File: src/rtl/sph_pkg.sv
// sph_pkg: shared task-type constants, scheduler state enum and field indices for the SPH pair scheduler
package sph_pkg;
  localparam logic [1:0] TASK_DENSITY = 2'b00;
  localparam logic [1:0] TASK_FORCE = 2'b01;
  typedef enum logic [2:0] {
    S_IDLE, S_FETCH_I, S_ISSUE_J, S_DRAIN, S_WAIT_RESULT, S_WRITE, S_DONE
  } sched_state_e;
  localparam int F_XI = 4;
  localparam int F_XJ = 3;
  localparam int F_PI = 2;
  localparam int F_PJ = 1;
  localparam int F_RHO = 0;
  localparam int RD_X = 2;
  localparam int RD_P = 1;
  localparam int RD_RHO = 0;
endpackage

File: src/rtl/pair_scheduler_rd_valid_pipe.sv
// rd_valid_pipe: DEPTH-stage shift register tagging each outstanding particle read with {valid, last}
//   in_valid/in_last   tag of the address issued this cycle
//   out_valid/out_last tag of the read data arriving this cycle
module rd_valid_pipe #(
  parameter int DEPTH = 2
) (
  input  logic clk_in,
  input  logic rst,
  input  logic in_valid,
  input  logic in_last,
  output logic out_valid,
  output logic out_last
);
  logic [DEPTH-1:0][1:0] pipe_q, pipe_d;
  always_comb begin
    pipe_d[0] = {in_valid, in_last};
    for (int k = 1; k < DEPTH; k++) pipe_d[k] = pipe_q[k-1];
  end
  always_ff @(posedge clk_in or posedge rst)
    if (rst) pipe_q <= '0;
    else pipe_q <= pipe_d;
  assign out_valid = pipe_q[DEPTH-1][1];
  assign out_last = pipe_q[DEPTH-1][0];
endmodule

File: src/rtl/pair_scheduler.sv
// pair_scheduler: walks all (i, j) particle pairs, streams tasks to the compute block, writes per-i results
//   start/task_sel -> busy/done, sticky err_timeout/err_unexpected
//   rd_addr/rd_data     particle memory (fixed READ_LATENCY)
//   task_*              one task beat per cycle, no backpressure
//   result_valid/result reduced result per i; wr_* result memory write
module pair_scheduler
  import sph_pkg::*;
#(
  parameter int DATA_WIDTH = 16,
  parameter int N_PARTICLES = 4,
  parameter int ADDR_WIDTH = $clog2(N_PARTICLES),
  parameter int READ_LATENCY = 2,
  parameter int TIMEOUT = 64
) (
  input  logic                    clk_in,
  input  logic                    rst,
  input  logic                    start,
  input  logic [1:0]              task_sel,
  output logic                    busy,
  output logic                    done,
  output logic                    err_timeout,
  output logic                    err_unexpected,
  output logic [ADDR_WIDTH-1:0]   rd_addr,
  input  logic [3*DATA_WIDTH-1:0] rd_data,
  output logic                    task_valid,
  output logic [1:0]              task_type,
  output logic [5*DATA_WIDTH-1:0] task_data,
  output logic                    task_last,
  input  logic                    result_valid,
  input  logic [DATA_WIDTH-1:0]   result,
  output logic                    wr_en,
  output logic [ADDR_WIDTH-1:0]   wr_addr,
  output logic [DATA_WIDTH-1:0]   wr_data
);
  localparam int CW = $clog2(READ_LATENCY + TIMEOUT + 1);
  localparam logic [ADDR_WIDTH-1:0] LAST = ADDR_WIDTH'(N_PARTICLES - 1);
  sched_state_e state_q, state_d;
  logic [ADDR_WIDTH-1:0] i_q, i_d, j_q, j_d;
  logic [CW-1:0] cnt_q, cnt_d;
  logic [1:0] type_q, type_d;
  logic [DATA_WIDTH-1:0] xi_q, xi_d, pi_q, pi_d, res_q, res_d;
  logic err_to_q, err_to_d, err_ux_q, err_ux_d;
  logic pipe_valid, pipe_last;
  rd_valid_pipe #(.DEPTH(READ_LATENCY)) u_pipe (
    .clk_in    (clk_in),
    .rst       (rst),
    .in_valid  (state_q == S_ISSUE_J),
    .in_last   (j_q == LAST),
    .out_valid (pipe_valid),
    .out_last  (pipe_last)
  );
  always_comb begin
    state_d = state_q;
    i_d = i_q;
    j_d = j_q;
    cnt_d = cnt_q;
    type_d = type_q;
    xi_d = xi_q;
    pi_d = pi_q;
    res_d = res_q;
    err_to_d = err_to_q;
    err_ux_d = err_ux_q | (result_valid && state_q != S_WAIT_RESULT);
    case (state_q)
      S_IDLE:
        if (start) begin
          state_d = S_FETCH_I;
          type_d = task_sel;
          i_d = '0;
          cnt_d = '0;
          err_to_d = 1'b0;
          // a stray result on the accepting cycle is still reported
          err_ux_d = result_valid;
        end
      S_FETCH_I: begin
        cnt_d = cnt_q + CW'(1);
        if (cnt_q == CW'(READ_LATENCY)) begin
          xi_d = rd_data[RD_X*DATA_WIDTH +: DATA_WIDTH];
          pi_d = rd_data[RD_P*DATA_WIDTH +: DATA_WIDTH];
          j_d = '0;
          state_d = S_ISSUE_J;
        end
      end
      S_ISSUE_J:
        if (j_q == LAST) state_d = S_DRAIN;
        else j_d = j_q + ADDR_WIDTH'(1);
      S_DRAIN:
        if (pipe_valid && pipe_last) begin
          state_d = S_WAIT_RESULT;
          cnt_d = '0;
        end
      S_WAIT_RESULT:
        // result takes priority over the timeout compare in the same cycle
        if (result_valid) begin
          res_d = result;
          state_d = S_WRITE;
        end else if (cnt_q == CW'(TIMEOUT - 1)) begin
          err_to_d = 1'b1;
          state_d = S_DONE;
        end else cnt_d = cnt_q + CW'(1);
      S_WRITE:
        if (i_q == LAST) state_d = S_DONE;
        else begin
          i_d = i_q + ADDR_WIDTH'(1);
          cnt_d = '0;
          state_d = S_FETCH_I;
        end
      default: state_d = S_IDLE;
    endcase
  end
  always_ff @(posedge clk_in or posedge rst)
    if (rst) begin
      state_q <= S_IDLE;
      i_q <= '0;
      j_q <= '0;
      cnt_q <= '0;
      type_q <= '0;
      xi_q <= '0;
      pi_q <= '0;
      res_q <= '0;
      err_to_q <= 1'b0;
      err_ux_q <= 1'b0;
    end else begin
      state_q <= state_d;
      i_q <= i_d;
      j_q <= j_d;
      cnt_q <= cnt_d;
      type_q <= type_d;
      xi_q <= xi_d;
      pi_q <= pi_d;
      res_q <= res_d;
      err_to_q <= err_to_d;
      err_ux_q <= err_ux_d;
    end
  always_comb begin
    task_data = '0;
    if (pipe_valid) begin
      task_data[F_XI*DATA_WIDTH +: DATA_WIDTH] = xi_q;
      task_data[F_XJ*DATA_WIDTH +: DATA_WIDTH] = rd_data[RD_X*DATA_WIDTH +: DATA_WIDTH];
      task_data[F_PI*DATA_WIDTH +: DATA_WIDTH] = pi_q;
      task_data[F_PJ*DATA_WIDTH +: DATA_WIDTH] = rd_data[RD_P*DATA_WIDTH +: DATA_WIDTH];
      task_data[F_RHO*DATA_WIDTH +: DATA_WIDTH] = rd_data[RD_RHO*DATA_WIDTH +: DATA_WIDTH];
    end
  end
  assign busy = state_q != S_IDLE;
  assign done = state_q == S_DONE;
  assign err_timeout = err_to_q;
  assign err_unexpected = err_ux_q;
  assign rd_addr = (state_q == S_FETCH_I && cnt_q == '0) ? i_q : state_q == S_ISSUE_J ? j_q : '0;
  assign task_valid = pipe_valid;
  assign task_last = pipe_valid & pipe_last;
  assign task_type = type_q;
  assign wr_en = state_q == S_WRITE;
  assign wr_addr = wr_en ? i_q : '0;
  assign wr_data = wr_en ? res_q : '0;
endmodule

File: config.mk
export PLATFORM = sky130hd
export DESIGN_NAME = pair_scheduler
export DESIGN_NICKNAME = d
export VERILOG_FILES = /design/src/rtl/sph_pkg.sv /design/src/rtl/pair_scheduler_rd_valid_pipe.sv /design/src/rtl/pair_scheduler.sv
export SDC_FILE = /design/constraint.sdc
export NUM_CORES = 1
export LEC_CHECK = 0
export CAP_MARGIN = 20
export CORE_MARGIN = 5
export CORE_UTILIZATION = 46
export CTS_BUF_LIST = sky130_fd_sc_hd__clkbuf_4
export DETAILED_ROUTE_END_ITERATION = 7
export PLACE_DENSITY = 0.88
export SKIP_CTS_REPAIR_TIMING = 1
export SYNTH_ARGS = -nofsm -noshare
export SYNTH_HDL_FRONTEND = slang
export SYNTH_SLANG_ARGS = --single-unit
export TNS_END_PERCENT = 5
File: constraint.sdc
create_clock -name clk_in -period 5.35 [get_ports clk_in]
set_clock_uncertainty 0.05 [all_clocks]
set_input_delay 0.8025 -clock clk_in [delete_from_list [all_inputs] [get_ports clk_in]]
set_output_delay 0.8025 -clock clk_in [all_outputs]
set_load 0.1 [all_outputs]
Word-level counts from Yosys, hierarchy flattened
Cells that the tools add are included.

storage, ports and cells
  bits in registers = 70
  latch bits = 0
  bits in writable memories = 0
  bits in read-only memories = 0
  logic and storage cells = 87
  memories = 0

operators by class
  add/sub/neg operators = 3
  multipliers = 0
  div/mod/pow operators = 0
  $lt $le $gt $ge = 0
  equality and inequality tests = 21
  shift operators = 0
  mux-type cells = 31
  bitwise logic cells = 2
  reductions and logical operators = 18

operators with widths
  operator                                                         number
  80-bit two-way mux                                               1
  7-bit two-way mux                                                5
  7-bit case mux with 5 select lines                               1
  3-bit two-way mux                                                7
  2-bit != test, second input constant                             9
  3-bit case mux with 6 select lines                               1
  16-bit two-way mux                                               1
  2-bit two-way mux                                                7
  3-bit == test, second input constant                             3
  2-bit case mux with 2 select lines                               2
  7-bit by 1-bit adder with 7-bit output, second input constant    1
  7-bit by 2-bit == test with 1-bit output, second input constant  1
  7-bit by 6-bit == test with 1-bit output, second input constant  1
  7-bit logical NOT                                                1
  3-bit by 2-bit == test with 1-bit output, second input constant  2
  3-bit != test, second input constant                             2
  2-bit AND reduction                                              3
  3-bit AND reduction                                              2
  6-bit AND reduction                                              1
  2-bit nonzero test                                               3
  1-bit two-way mux                                                5
  5-bit AND reduction                                              1
  5-bit nonzero test                                               1
  2-bit by 1-bit adder with 2-bit output, second input constant    2
  other kinds (9)                                                  12

Depth between registers and ports, before layout
  depth after elaboration = 5
  depth in mapped cells = 8

By module
Synthesis repeated with hierarchy kept, for this count alone.

second synthesis, totals
  cells, all modules = 349
  area total of the unflattened synthesis = 3883.7 um^2

modules (own cells, without submodules)
  module          times used  cells an instance  area each (um^2)  sequential area each (um^2)
  pair_scheduler  1           344                3779.9            1651.6
  rd_valid_pipe   1           5                  103.8             100.1

Worst setup path before layout
Ideal clock, no wire load.

  path kind = reg-to-output
  from = reg state_q[2]
  to = out wr_data[10]
  data arrival time = 2849 ps
  path slack = 1649 ps
  stages on the path, launching flop included = 6
  cell sequence = dfrtp_1 clkbuf_1 and3b_1 clkbuf_1 clkbuf_1 and2_1

between the ends
  longest elaborated chain between the ends = 2

RTL lines
  item                      line                   RTL
  start: declaration        pair_scheduler.sv:37   sched_state_e state_q, state_d;
  start signal: assignment  pair_scheduler.sv:123  state_q <= state_d;
  3-bit == test             pair_scheduler.sv:152  assign wr_en = state_q == S_WRITE;
  net wr_en                 pair_scheduler.sv:31   output logic wr_en,
  16-bit two-way mux        pair_scheduler.sv:154  assign wr_data = wr_en ? res_q : '0;
  end: declaration          pair_scheduler.sv:33   output logic [DATA_WIDTH-1:0] wr_data

The timed path passes the listed nets, and every way through them passes these cells.

Worst setup path after layout
  from = reg state_q[1]
  to = out rd_addr[1]

between the ends
  longest elaborated chain between the ends = 3
  elaborated cells between the ends (all ways) = 5

RTL lines
  item                                                                                                  line                   RTL
  3-bit by 2-bit == test with 1-bit output or 3-bit by 1-bit == test with 1-bit output (tied branches)  pair_scheduler.sv:148  assign rd_addr = (state_q == S_FETCH_I && cnt_q == '0) ? i_q : state_q == S_ISSUE_J ? j_q : '0;
  2-bit two-way mux or 1-bit logical AND (tied branches)                                                pair_scheduler.sv:148
  2-bit two-way mux (*)                                                                                 pair_scheduler.sv:148
  end: declaration                                                                                      pair_scheduler.sv:23   output logic [ADDR_WIDTH-1:0] rd_addr,

Mark *: on every way between the ends. The rest lies on a longest branch, timed or not.

==> metrics list <==
- The flow ran to the end, and the final reports show no timing, DRC or antenna violations.
- Cell Area, Synth: 3870 µm²
- Final setup viols: 0
- # rows: 33
- Clock buffers created by TritonCTS: 9
- TritonCTS built the clock tree.
- Hold/Removal Path Class: reg2reg
- Main combinational cell family by area after synthesis: simple AND/OR/NAND/NOR gates
- Actual slew at the worst max-slew pin: 1.03 ns
* Final weighted congestion in routability-driven placement: 0.834
- WP data required: 4.50 ns
- Width of the chip: 102 µm
* Type of element launching the critical path: flip-flop
* Worst supply voltage drop on vdd: 0.311 mV
- The worst setup path is captured at an output pin.
- The net count of the finished layout is 592.
- 0 antenna diodes ended up in the layout.
- Summing all multi-input logic gate instances after layout gives 1940 µm².
* Leak: 2.49 nW
* Synth warn: 0
- The final max-slew violation count was 0.
- Die Span Y: 102 µm
- Adding up every negative setup slack in the final design gives 0 ns.
- Number of violations reported at the end of detailed-routing iteration 0: 127
- The first global-routing pass estimated 15,600 µm of wire.
- The final-report hold violation count came to 0.
- For this run, the number of standard cells in the final layout without fillers is 627.
- Detailed placement finished with a half-perimeter wire length of 7410 µm.
- Largest net degree at the start of global routing: 84
- At the end of the flow the core is filled with cells to 70.2%.
- Fraction of the mapped netlist area in adder cells: 1.62%
- In this run the standard cell core region covers 8220 µm².
- Antenna viol nets, final: 0
* Maximum capacitance violations: 0
- Final global-route overflow total: 0
* Maximum net fanout on the critical path: 24
- For this design the ratio of total power to cell area is 602 nW/µm².
* Compound-gate portion of the synthesized area: 6.83%
- The routed design has 9900 µm of wire.
- Area growth from synthesis to layout: 49.3%
- Setup repair after global routing left no endpoint under its margin.
- Root Buffer Master: clkbuf_4
* Clock H-tree levels: 3
- For this run, the register share of the synthesized area comes to 45.3%.
* Worst-skew pair later-pin latency: 0.40 ns
* Ports: 179
* Die footprint: 10,300 µm²
- Xor-xnor portion of the synthesized cell area: 0.453%
* Clock-pin transition on the worst setup and hold timing paths: 0.11 ns
* Final total power: 0.00347 W
- Sequential cell area: 1750 µm²
- The library cells used most frequently in the layout, excluding fill and tap cells, are 178 x clkdlybuf4s50_1, 99 x and2_1, 69 x dfrtp_1, 27 x mux2_4, 25 x mux2_2.
- Share of layout cells above drive strength 1: 14.0%
- Maximum buffer depth of the clock tree: 2
- After Yosys synthesis, and, or, nand and nor cells account for 23.1% of the synthesized area.
* Average wire per cell in the routed design: 15.8 µm
* Pre-antenna DRT Iters: 4
* Input/output buffers: 178
- Yosys reg bits: 70
- By startpoint and endpoint, the worst setup path is classified as reg2out.
- The initial utilization of the core area, before any placement, comes to 47.1%.
- Number of distinct library cells after synthesis: 41
* Cell count after placement: 611
- Layout fillers: 600
- Nets in the synthesized netlist: 427
* Via count of the first global-routing pass: 3,094
- Detailed-route via count: 3,181
- Timing would allow up to 0.233 GHz.
- Counting every sink on the clock net gives 70.
- Period Utilization, post-route: 80.3%
* Mean number of vias per cell: 5.07
- After synthesis, the mean cell area works out to 11.0 µm².
- The initial antenna violation count is 0.
- STA puts the critical path data arrival time at 3.45 ns.
- GRT Resource Usage Total: 18.8%
- The worst path needs 4.30 ns of the cycle, external delays included.
- Most common cell after layout, fill and taps aside: clkdlybuf4s50_1
- Max transition margin: 31.1%
- Multiplexer cells account for 18.3% of the synthesized area.
- In the synthesized netlist, the number of instances is 352.
- DR DRC count: 0
[metal layers]
layer,vias up,share of wire (%),global-route usage [%]
met1,1504,40,23.3
met5,-,0,0
met3,19,8.6,5.10
li1,1527,-,-
met2,131,49,32.1
met4,0,1.5,5.42
[critical path: stages (launching register included)]
cell	delay, ns
dfrtp_1	0.64
or3b_2	0.59
nor4b_1	0.46
a22o_1	0.21
clkdlybuf4s50_1	1.15
[cell usage after synthesis]
| master | instances | area share [%] |
|---|---|---|
| and2_1 | 99 | 16 |
| dfrtp_1 | 70 | 45 |
| mux2_4 | 27 | 10 |
| mux2_2 | 25 | 7.3 |
| clkbuf_1 | 18 | 1.7 |
| inv_1 | 12 | 1.2 |
| nor2_1 | 10 | 0.97 |
| nand2_1 | 7 | 0.68 |
| a21oi_1 | 6 | 0.78 |
| ha_1 | 5 | 1.6 |
| nand3_1 | 5 | 0.65 |
| nor3_1 | 5 | 0.65 |
| a22o_1 | 4 | 0.91 |
| and3_1 | 4 | 0.65 |
| buf_6 | 4 | 1.2 |
| o221ai_1 | 4 | 0.91 |
| a211o_1 | 3 | 0.68 |
| nand2b_1 | 3 | 0.49 |
| nor2b_1 | 3 | 0.49 |
| o21ai_0 | 3 | 0.39 |
| o22ai_1 | 3 | 0.49 |
| a211oi_1 | 2 | 0.39 |
| a2bb2oi_1 | 2 | 0.45 |
| a311oi_1 | 2 | 0.45 |
| a32o_1 | 2 | 0.52 |
| buf_1 | 2 | 0.19 |
| mux2i_1 | 2 | 0.52 |
| nand3b_1 | 2 | 0.39 |
| nand4_1 | 2 | 0.32 |
| nor3b_1 | 2 | 0.39 |
| o21bai_1 | 2 | 0.39 |
| or4_4 | 2 | 0.58 |
| xnor2_1 | 2 | 0.45 |
| a31oi_1 | 1 | 0.16 |
| and2_0 | 1 | 0.16 |
| and3b_1 | 1 | 0.23 |
| buf_2 | 1 | 0.13 |
| nor4b_1 | 1 | 0.23 |
| o21ai_1 | 1 | 0.13 |
| o31ai_1 | 1 | 0.19 |
| or3b_2 | 1 | 0.23 |
[flip-flops by register name, summed over array words and instances, names as in the netlist]
register          cells
pi_q                 16
u_pipe.pipe_d         2
xi_q                 16
err_unexpected        1
res_q                16
state_q               3
j_q                   2
err_timeout           1
u_pipe.out_last       1
cnt_q                 7
i_q                   2
u_pipe.out_valid      1
task_type             2
[cell families (layout without fill, tap and decap cells)]
group	count (synthesis)	after routing
mux	54	54
buf+inv	37	207
simple gates	148	148
compound gates	36	36
fa+ha+maj	5	5
xor+xnor	2	2
flops	70	70
[stage by stage]
| stage | instance area [µm²] | hold WS (ns) | setup WS, ns |
|---|---|---|---|
| 2_1_floorplan | 3870 | 0.281 | 1.65 |
| 3_3_place_gp | 5660 | 0.282 | 1.62 |
| 3_5_place_dp | 5660 | 0.287 | 1.49 |
| 4_1_cts | 5770 | 0.322 | 1.04 |
| 5_1_grt | 5770 | 0.323 | 0.897 |
| 6_report | 5770 | 0.319 | 1.05 |
[final timing paths]
path | depth (start not counted) | start | slack (ns) | to
worst max-delay path | 4 | state_q[1]$_DFFE_PP0P_ | 1.05 | rd_addr[1]
worst min-delay path | 0 | u_pipe.pipe_d[3]$_DFF_PP0_ | 0.32 | u_pipe.out_valid$_DFF_PP0_
worst max register to register | 4 | state_q[1]$_DFFE_PP0P_ | 2.77 | state_q[1]$_DFFE_PP0P_
worst min register to register | 0 | u_pipe.pipe_d[3]$_DFF_PP0_ | 0.32 | u_pipe.out_valid$_DFF_PP0_
max in group asynchronous | 3 | rst | 3.72 | u_pipe.out_valid$_DFF_PP0_
min in group asynchronous | 3 | rst | 0.93 | cnt_q[2]$_DFFE_PP0P_
[where the power goes]
| part | switching (W) | internal, W | total [W] |
|---|---|---|---|
| clock network | 0.000178 | 0.000102 | 0.000281 |
| logic | 0.00155 | 0.000713 | 0.00227 |
| registers | 0.000191 | 0.000736 | 0.000927 |
| total | 0.00192 | 0.00155 | 0.00347 |
[area by class of cell]
type / instances / share of cell area, %
multi-input combinational: 245 / 33.7
clock buffer: 11 / 1.43
inverter: 12 / 0.780
timing repair buffer: 179 / 31.0
clock inverter: 5 / 0.455
tap: 105 / 2.28
sequential: 70 / 30.4
Power figures use the tool's default switching activity.
